**config.mk**
```make
export PLATFORM = sky130hd
export DESIGN_NAME = priority_encoder_seq
export DESIGN_NICKNAME = d
export VERILOG_FILES = /design/src/rtl/enc_pkg.sv /design/src/rtl/lsb_index_find.sv /design/src/rtl/priority_encoder_seq.sv
export SDC_FILE = /design/constraint.sdc
export NUM_CORES = 1
export LEC_CHECK = 0
export BUFFER_PORTS_ARGS = -buffer_cell sky130_fd_sc_hd__buf_2
export CAP_MARGIN = 20
export CORE_MARGIN = 5
export CORE_UTILIZATION = 47
export CTS_CLUSTER_SIZE = 30
export DETAILED_ROUTE_END_ITERATION = 6
export GPL_TIMING_DRIVEN = 1
export HOLD_SLACK_MARGIN = 0.05
export PLACE_DENSITY_LB_ADDON = 0.15
export SLEW_MARGIN = 30
export SYNTH_ARGS = -nofsm -noshare
export SYNTH_HDL_FRONTEND = slang
export SYNTH_HIERARCHICAL = 1
export SYNTH_SLANG_ARGS = --single-unit
```
**constraint.sdc**
```tcl
create_clock -name clk -period 2.5 [get_ports clk]
set_clock_uncertainty 0.05 [all_clocks]
set_input_delay 0 -clock clk [delete_from_list [all_inputs] [get_ports clk]]
set_output_delay 0 -clock clk [all_outputs]
set_load 0.05 [all_outputs]
```
**src/rtl/enc_pkg.sv**
```systemverilog
// Shared definitions for the sequential priority encoder.
package enc_pkg;

   typedef enum logic {
      ST_IDLE = 1'b0,
      ST_EMIT = 1'b1
   } state_t;

   localparam int ENC_WIDTH_DEFAULT = 8;

endpackage

```
**src/rtl/lsb_index_find.sv**
```systemverilog
// Combinational lowest-set-bit finder: binary index plus exactly-one-bit flag.
module lsb_index_find
   import enc_pkg::*;
#(
   parameter  int WIDTH = ENC_WIDTH_DEFAULT,
   localparam int IDX_W = $clog2(WIDTH)
) (
   input  logic [WIDTH-1:0] vec,
   output logic [IDX_W-1:0] idx,
   output logic             one_hot
);

   // Scan high to low so the lowest set bit is the one that sticks; all-zero gives 0.
   always_comb begin
      idx = '0;
      for (int i = WIDTH - 1; i >= 0; i--) begin
         if (vec[i]) idx = IDX_W'(i);
      end
   end

   // Clearing the lowest set bit leaves nothing exactly when one bit was set.
   assign one_hot = (vec != '0) && ((vec & (vec - WIDTH'(1))) == '0);

endmodule

```
**src/rtl/priority_encoder_seq.sv**
```systemverilog
// Sequential priority encoder: captures a request vector and emits one beat
// per set bit, lowest index first, with valid/ready on both sides.
module priority_encoder_seq
   import enc_pkg::*;
#(
   parameter  int WIDTH = ENC_WIDTH_DEFAULT,
   localparam int IDX_W = $clog2(WIDTH)
) (
   input  logic             clk,
   input  logic             rst,
   input  logic             in_valid,
   output logic             in_ready,
   input  logic [WIDTH-1:0] in_vec,
   output logic             out_valid,
   input  logic             out_ready,
   output logic [IDX_W-1:0] out_idx,
   output logic             out_last,
   output logic             out_none,
   output logic             busy
);

   localparam logic [WIDTH-1:0] LSB_ONE = WIDTH'(1);

   state_t           state, state_nxt;
   logic [WIDTH-1:0] pend, pend_nxt;
   logic [IDX_W-1:0] find_idx, idx_nxt;
   logic             find_one_hot;
   logic             valid_nxt, last_nxt, none_nxt;
   logic             accept, xfer;

   assign in_ready = (state == ST_IDLE);
   assign busy     = (state == ST_EMIT);
   assign accept   = in_valid & in_ready;
   assign xfer     = out_valid & out_ready;

   // The finder looks at the vector that will be pending next cycle, so the
   // registered outputs always describe the bit currently on offer.
   lsb_index_find #(.WIDTH(WIDTH)) u_find (
      .vec     (pend_nxt),
      .idx     (find_idx),
      .one_hot (find_one_hot)
   );

   // Next pending vector: load on accept, drop the delivered bit on each beat.
   always_comb begin
      pend_nxt = pend;
      if (accept)    pend_nxt = in_vec;
      else if (xfer) pend_nxt = pend & ~(LSB_ONE << out_idx);
   end

   // Next state and next registered outputs; everything holds while stalled.
   always_comb begin
      state_nxt = state;
      valid_nxt = out_valid;
      idx_nxt   = out_idx;
      last_nxt  = out_last;
      none_nxt  = out_none;
      unique case (state)
         ST_IDLE: begin
            if (accept) begin
               state_nxt = ST_EMIT;
               valid_nxt = 1'b1;
               idx_nxt   = find_idx;
               // An empty vector still produces a single terminating beat.
               none_nxt  = (in_vec == '0);
               last_nxt  = find_one_hot | (in_vec == '0);
            end
         end
         ST_EMIT: begin
            if (xfer) begin
               if (out_last) begin
                  state_nxt = ST_IDLE;
                  valid_nxt = 1'b0;
                  idx_nxt   = '0;
                  last_nxt  = 1'b0;
                  none_nxt  = 1'b0;
               end else begin
                  idx_nxt   = find_idx;
                  last_nxt  = find_one_hot;
                  none_nxt  = 1'b0;
               end
            end
         end
         default: state_nxt = ST_IDLE;
      endcase
   end

   // State, pending vector and output registers; reset discards any pending bits.
   always_ff @(posedge clk or posedge rst) begin
      if (rst) begin
         state     <= ST_IDLE;
         pend      <= '0;
         out_valid <= 1'b0;
         out_idx   <= '0;
         out_last  <= 1'b0;
         out_none  <= 1'b0;
      end else begin
         state     <= state_nxt;
         pend      <= pend_nxt;
         out_valid <= valid_nxt;
         out_idx   <= idx_nxt;
         out_last  <= last_nxt;
         out_none  <= none_nxt;
      end
   end

endmodule

```
Word level (Yosys, flattened, before mapping)
Index checks and enable logic that the tools add are counted.
Operators by class
  add/sub/neg operators: 1
  equality and inequality tests: 3
  shift-type cells: 1
  mux-type cells: 29
  bitwise logic cells: 7
  reductions and logical operators: 6
Operators with widths (count)
  two-way mux 3 bit: 11
  AND 8 bit: 2
  zero test 8 bit: 2
  two-way mux 8 bit: 2
  two-way mux 1 bit: 11
  inverter 8 bit: 1
  one-hot mux 1 bit (2 select lines): 4
  nonzero test 8 bit: 1
  left shift 1 x 3 -> 8 bit (first input constant): 1
  subtractor 8 x 1 -> 8 bit (second input constant): 1
  one-hot mux 3 bit (2 select lines): 1
  inequality test 2 x 1 -> 1 bit (second input constant): 2
  AND reduction 3 bit: 1
  AND 1 bit: 2
  inequality test 2 bit (second input constant): 1
  AND reduction 2 bit: 1
  logical AND 1 bit: 1
  inverter 1 bit: 1
  bitwise OR 1 bit: 1
Storage, ports and cells
  register bits after elaboration: 15
  input port bits: 12
  word-level logic and storage cells: 53

Depth between registers and ports, before layout
  depth after elaboration: 16
  gate-level depth with buffers: 11
  depth with buffers taken out: 9

Hierarchy
Netlist, hierarchy kept.
Modules (own cells, without submodules)
  priority_encoder_seq: times used 1, cells each 79, area each 734.5 um2, sequential area each 375.4 um2
  lsb_index_find: times used 1, cells each 23, area each 162.7 um2, sequential area each 0.0 um2

Least setup slack after synthesis
Ideal clock, no wire load.
  path type: reg-to-reg
  start: reg out_valid
  end: reg out_last
  arrival: 2.515 ns
  data required time: 2.370 ns
  setup slack: -0.145 ns
  stages on the path, launching flop included: 9
  buffers on the path: 0
  period minus slack after synthesis: 2.645 ns
  path through: dfrtp_1 nand3_1 o311ai_0 nand2_1 or4_4 a2111oi_4 o22a_2 o21ai_0 o211ai_2
On the way
  longest elaborated chain between the ends: 10
  elaborated cells between the ends (all ways): 15
  classes of those cells: add/sub: 1; eq/ne: 1; mux: 6; bitwise: 3; reduce/logical: 4
Ends and longest elaborated chain
  start: declaration: RTL line priority_encoder_seq.sv:14  | output logic out_valid,
  start signal: assignment: RTL line priority_encoder_seq.sv:100  | out_valid <= valid_nxt;
  AND 1 bit *: RTL line priority_encoder_seq.sv:34  | assign xfer = out_valid & out_ready;
  two-way mux 8 bit *: RTL line priority_encoder_seq.sv:48  | else if (xfer) pend_nxt = pend & ~(LSB_ONE << out_idx);
  two-way mux 8 bit *: RTL line priority_encoder_seq.sv:47  | if (accept) pend_nxt = in_vec;
  named net pend_nxt[1]: RTL line priority_encoder_seq.sv:25  | logic [WIDTH-1:0] pend, pend_nxt;
  subtractor 8 x 1 -> 8 bit: RTL line lsb_index_find.sv:22  | assign one_hot = (vec != '0) && ((vec & (vec - WIDTH'(1))) == '0);
  AND 8 bit: RTL line lsb_index_find.sv:22
  zero test 8 bit: RTL line lsb_index_find.sv:22
  logical AND 1 bit *: RTL line lsb_index_find.sv:22
  named net find_one_hot: RTL line priority_encoder_seq.sv:27  | logic find_one_hot;
  two-way mux 1 bit or bitwise OR 1 bit (tied branches): RTL line priority_encoder_seq.sv:71, priority_encoder_seq.sv:66
  two-way mux 1 bit (on tied branches): RTL line priority_encoder_seq.sv:70, priority_encoder_seq.sv:60
  one-hot mux 1 bit (2 select lines) *: RTL line priority_encoder_seq.sv:58  | unique case (state)
  end signal: assignment: RTL line priority_encoder_seq.sv:102  | out_last <= last_nxt;
  end: declaration: RTL line priority_encoder_seq.sv:17  | output logic out_last,
Mark *: on every way through the listed nets, which the timed path passes. The rest lies on a longest branch. The select of a mux whose other input is x is not followed.
A chain may end at the register's enable or synchronous reset.

Worst setup path in the final report
  start: reg out_idx[0]
  end: reg out_last
On the way
  longest elaborated chain between the ends: 12
  elaborated cells between the ends (all ways): 15
  classes of those cells: add/sub: 1; shift: 1; mux: 6; bitwise: 4; reduce/logical: 3
Ends and longest elaborated chain
  start: declaration: RTL line priority_encoder_seq.sv:16  | output logic [IDX_W-1:0] out_idx,
  start signal: assignment: RTL line priority_encoder_seq.sv:101  | out_idx <= idx_nxt;
  left shift 1 x 3 -> 8 bit *: RTL line priority_encoder_seq.sv:48
  inverter 8 bit *: RTL line priority_encoder_seq.sv:48
  AND 8 bit *: RTL line priority_encoder_seq.sv:48
  two-way mux 8 bit *: RTL line priority_encoder_seq.sv:48
  two-way mux 8 bit *: RTL line priority_encoder_seq.sv:47
  named net pend_nxt[2]: RTL line priority_encoder_seq.sv:25
  subtractor 8 x 1 -> 8 bit: RTL line lsb_index_find.sv:22
  AND 8 bit: RTL line lsb_index_find.sv:22
  zero test 8 bit: RTL line lsb_index_find.sv:22
  logical AND 1 bit *: RTL line lsb_index_find.sv:22
  named net find_one_hot: RTL line priority_encoder_seq.sv:27
  two-way mux 1 bit or bitwise OR 1 bit (tied branches): RTL line priority_encoder_seq.sv:71, priority_encoder_seq.sv:66
  two-way mux 1 bit (on tied branches): RTL line priority_encoder_seq.sv:70, priority_encoder_seq.sv:60
  one-hot mux 1 bit (2 select lines) *: RTL line priority_encoder_seq.sv:58
Marks and branches as above.

==> results.py <==
metrics = {
    "timing": {
        "tns_ns": 0,
        "final_hold_viol_count": 0,
        "rsz0062_at_grt": "false",
        "fmax_mhz": 422,
        "finalCritPeriodShare": 0.947,
        "tightestPinTransition_ns": 0.580,
        "setup-violations-final": 0,
        "fin_ws_ns": 0.132,
        "slew_viol_final": 0,
        "period_minus_slack_ns": 2.37,
        "relSlewSlack": 0.613,
    },
    "grt": {
        "grt_antenna_before_repair": 0,
        "grt_first_pass_wirelength_mm": 3.82,
        "grt_max_degree": 16,
        "grt-ovfl-total": 0,
        "grt_pass1_vias": 798,
        "grt_usage": 0.188,
    },
    "logic_synthesis": {
        "syn_inst": 102,
        "synth_area_leader_cell": "dfrtp_1",
        "yosysUniqueCellTypes": 30,
        "syn_area_per_cell_um2": 8.80,
        "synth_area_leaders": "dfrtp_1 (42%), o21ai_0 (7.3%), nand2_1 (7.1%), nand3_1 (3.9%), a2111oi_4 (3.1%)",
        "synthesis.nets": 114,
        "netlist_area_um2": 897,
        "synth_warnings": 6,
        "yosysSeqAreaShare": 0.418,
        "synth.top_cell.area_share": 0.418,
        "synth_seq_cells": 15,
    },
    "route": {
        "antenna_left": 0,
        "dr.pass1.iters": 4,
        "wl_per_cell_um": 14.2,
        "num_vias": 895,
        "routed_wl_mm": 2.30,
        "via_per_inst": 5.52,
        "drtIter0Drc": 23,
        "drc": 0,
    },
    "worst_setup_path": {
        "cp.required_ns": 2.67,
        "cp_top_family": "compound AO/OA/AOI/OAI gates",
        "cp_slowest_stage_delay_ns": 0.57,
        "r2r-start": "out_idx[0]$_DFFE_PP0P_",
        "crit_top_cell": "o21ai_0",
        "cp.buffers_inverters": 0,
        "worstPathMaxFanout": 4,
        "regToRegSetupSlack_ns": 0.13,
        "timing.rr.end": "out_last$_DFFE_PP0P_",
        "criticalPathCategory": "reg -> reg",
        "worstPathCellList": "nand3b_1 > o21ai_0 > o21ai_0 > or4_4 > a2111oi_4 > o22a_2 > o21ai_0 > o211ai_2",
        "critPathSlowestCell": "or4_4",
        "cp-end-kind": "flip-flop",
        "critPathArrivalTime_ns": 2.54,
        "cp-start-kind": "flip-flop",
        "r2r_cells": 8,
    },
    "worst_hold_path": {
        "hold_depth": 4,
        "min_to": "pend[1]$_DFF_PP0_",
        "hold_path_class": "in -> reg",
        "min_from": "in_vec[1]",
    },
    "die": {
        "die_h_um": 53.7,
        "ios": 20,
        "die_area_um2": 2880,
        "start_util": 0.509,
        "coreArea_um2": 1760,
        "die_x_um": 53.7,
        "floorplan.rows": 15,
    },
    "cts": {
        "htreeDepth": 1,
        "path_clk_slew_ns": 0.09,
        "numClockSinks": 15,
        "numCtsBuffers": 3,
        "clockBufferDepth": 2,
        "cts-root-buf": "clkbuf_4",
        "clock_latency_ns": 0.29,
        "cts_tree": "done",
    },
    "pwr": {
        "power_density_nw_per_um2": 1040,
        "ir_drop_mv": 0.570,
        "p_leak_nw": 0.515,
    },
    "placement": {
        "gp_congestion": 0.814,
        "pre_cts_ws_ns": 0.0838,
        "dp.cells": 151,
        "dpl.hpwl_mm": 1.72,
        "io_buffers": 19,
    },
    "final_layout": {
        "final_layout_size_suffix_gt1_frac": 0.321,
        "area_growth_pct": 28.6,
        "n_antenna_cell": 0,
        "final_nets": 150,
        "stdcell_count": 162,
    },
    "run": {
        "max_cap_violations": 0,
    },
    "status": {
        "status": "completed",
    },
}
[metal layers]
| layer | vias to the layer above | part of all wire | global-route usage |
|---|---|---|---|
| met2 | 28 | 0.48 | 0.284 |
| li1 | 440 | - | - |
| met5 | - | 0 | 0 |
| met4 | 0 | 0.010 | 0.0638 |
| met1 | 423 | 0.46 | 0.269 |
| met3 | 4 | 0.046 | 0.0332 |
[worst max-delay path by stage]
| stage | to | from | cells past startpoint | slack, ns |
|---|---|---|---|---|
| 2_1_floorplan | out_last$_DFFE_PP0P_ | busy$_DFF_PP0_ | 10 | 0.02 |
| 3_3_place_gp | out_last$_DFFE_PP0P_ | out_idx[0]$_DFFE_PP0P_ | 8 | 0.17 |
| 3_5_place_dp | out_last$_DFFE_PP0P_ | out_valid$_DFFE_PP0P_ | 8 | 0.08 |
| 4_1_cts | out_last$_DFFE_PP0P_ | out_valid$_DFFE_PP0P_ | 8 | 0.07 |
| 5_1_grt | out_last$_DFFE_PP0P_ | out_idx[0]$_DFFE_PP0P_ | 8 | 0.01 |
| 6_report | out_last$_DFFE_PP0P_ | out_idx[0]$_DFFE_PP0P_ | 8 | 0.13 |
[cell type report]
class	count	area, µm²
Clock inverter	1	5.00
Clock buffer	3	22.5
Timing Repair Buffer	34	223
Sequential cell	15	380
Tap cell	25	31.3
Multi-Input combinational cell	79	473
Inverter	5	18.8
Fill cell	168	611
[stage by stage]
| step | cell area, µm² | power, mW | utilization | hold slack (ns) |
|---|---|---|---|---|
| finish | 1150 | 1.20 | 0.654 | 0.0605 |
| global route | 1150 | 1.29 | 0.654 | 0.0859 |
| CTS | 1150 | 1.20 | 0.650 | 0.0533 |
| detailed placement | 1060 | 1.05 | 0.600 | 0.0353 |
| global placement | 1060 | 1.04 | 0.600 | 0.0380 |
| floorplan | 902 | 0.833 | - | -0.149 |
[cell usage in the layout (no fill, tap or decap), types with 2 or more instances in the layout]
master / n
buf_2: 19
nand2_1: 17
o21ai_0: 13
dfrtp_1: 11
buf_4: 9
nand3_1: 7
dlygate4sd3_1: 6
inv_1: 5
nor3_1: 5
nor2_1: 5
o21ai_1: 4
nand2b_1: 4
a21oi_1: 4
dfrtp_2: 4
clkbuf_4: 3
o311ai_1: 2
nor4_1: 2
[cell usage after synthesis]
| master | instances |
|---|---|
| nand2b_1 | 4 |
| nand3_2 | 1 |
| dfrtp_1 | 15 |
| maj3_1 | 1 |
| nor3_1 | 5 |
| o211ai_2 | 1 |
| or4_4 | 1 |
| a21oi_1 | 4 |
| xnor2_1 | 1 |
| nand2b_4 | 1 |
| nand3_1 | 7 |
| o311ai_0 | 2 |
| and2_4 | 1 |
| o21bai_1 | 1 |
| buf_4 | 1 |
| buf_6 | 2 |
| nand3b_1 | 1 |
| a2111oi_4 | 1 |
| o21ai_1 | 4 |
| and4b_1 | 1 |
| o22a_1 | 1 |
| nand4_1 | 1 |
| nor4_1 | 2 |
| nand2_1 | 17 |
| o21ai_0 | 13 |
| inv_1 | 5 |
| nor2b_2 | 1 |
| nor2_1 | 5 |
| o22a_2 | 1 |
| o41ai_1 | 1 |
[logic make-up after synthesis]
logic type	after synthesis	synth area share
AOI/OAI and AO/OA	29	0.220
xor gates and xnor gates	1	0.00976
adders and majority gates	1	0.0112
buffers and inverters	8	0.0544
DFF	15	0.418
and+or+nand+nor	48	0.286
[timing repair]
| action | in CTS | in global routing |
|---|---|---|
| gates resized for setup | 0 | 2 |
| setup buffers | 0 | 1 |
| endpoints found under the hold margin | 22 | 0 |
| hold buffers | 6 | 0 |
| setup endpoints to repair | 0 | 1 |
[flip-flops by register name (all words and copies together), names as in the netlist]
register and count:
out_none 1, out_valid 1, busy 1, pend 8, out_idx 3, out_last 1
[worst min-delay path: cells and delay by family]
| kind | cells | cell delay, ns |
|---|---|---|
| buf+inv | 2 | 0.23 |
| simple gates | 2 | 0.14 |
[report_power, final]
part / leakage (nW) / total, mW / internal [mW] / switching (mW)
clock: 0.0177 / 0.142 / 0.0595 / 0.0825
combinational: 0.312 / 0.667 / 0.273 / 0.393
sequential: 0.186 / 0.392 / 0.328 / 0.0641
total: 0.515 / 1.20 / 0.660 / 0.540
Note: power is estimated with default switching activity, not from simulation.
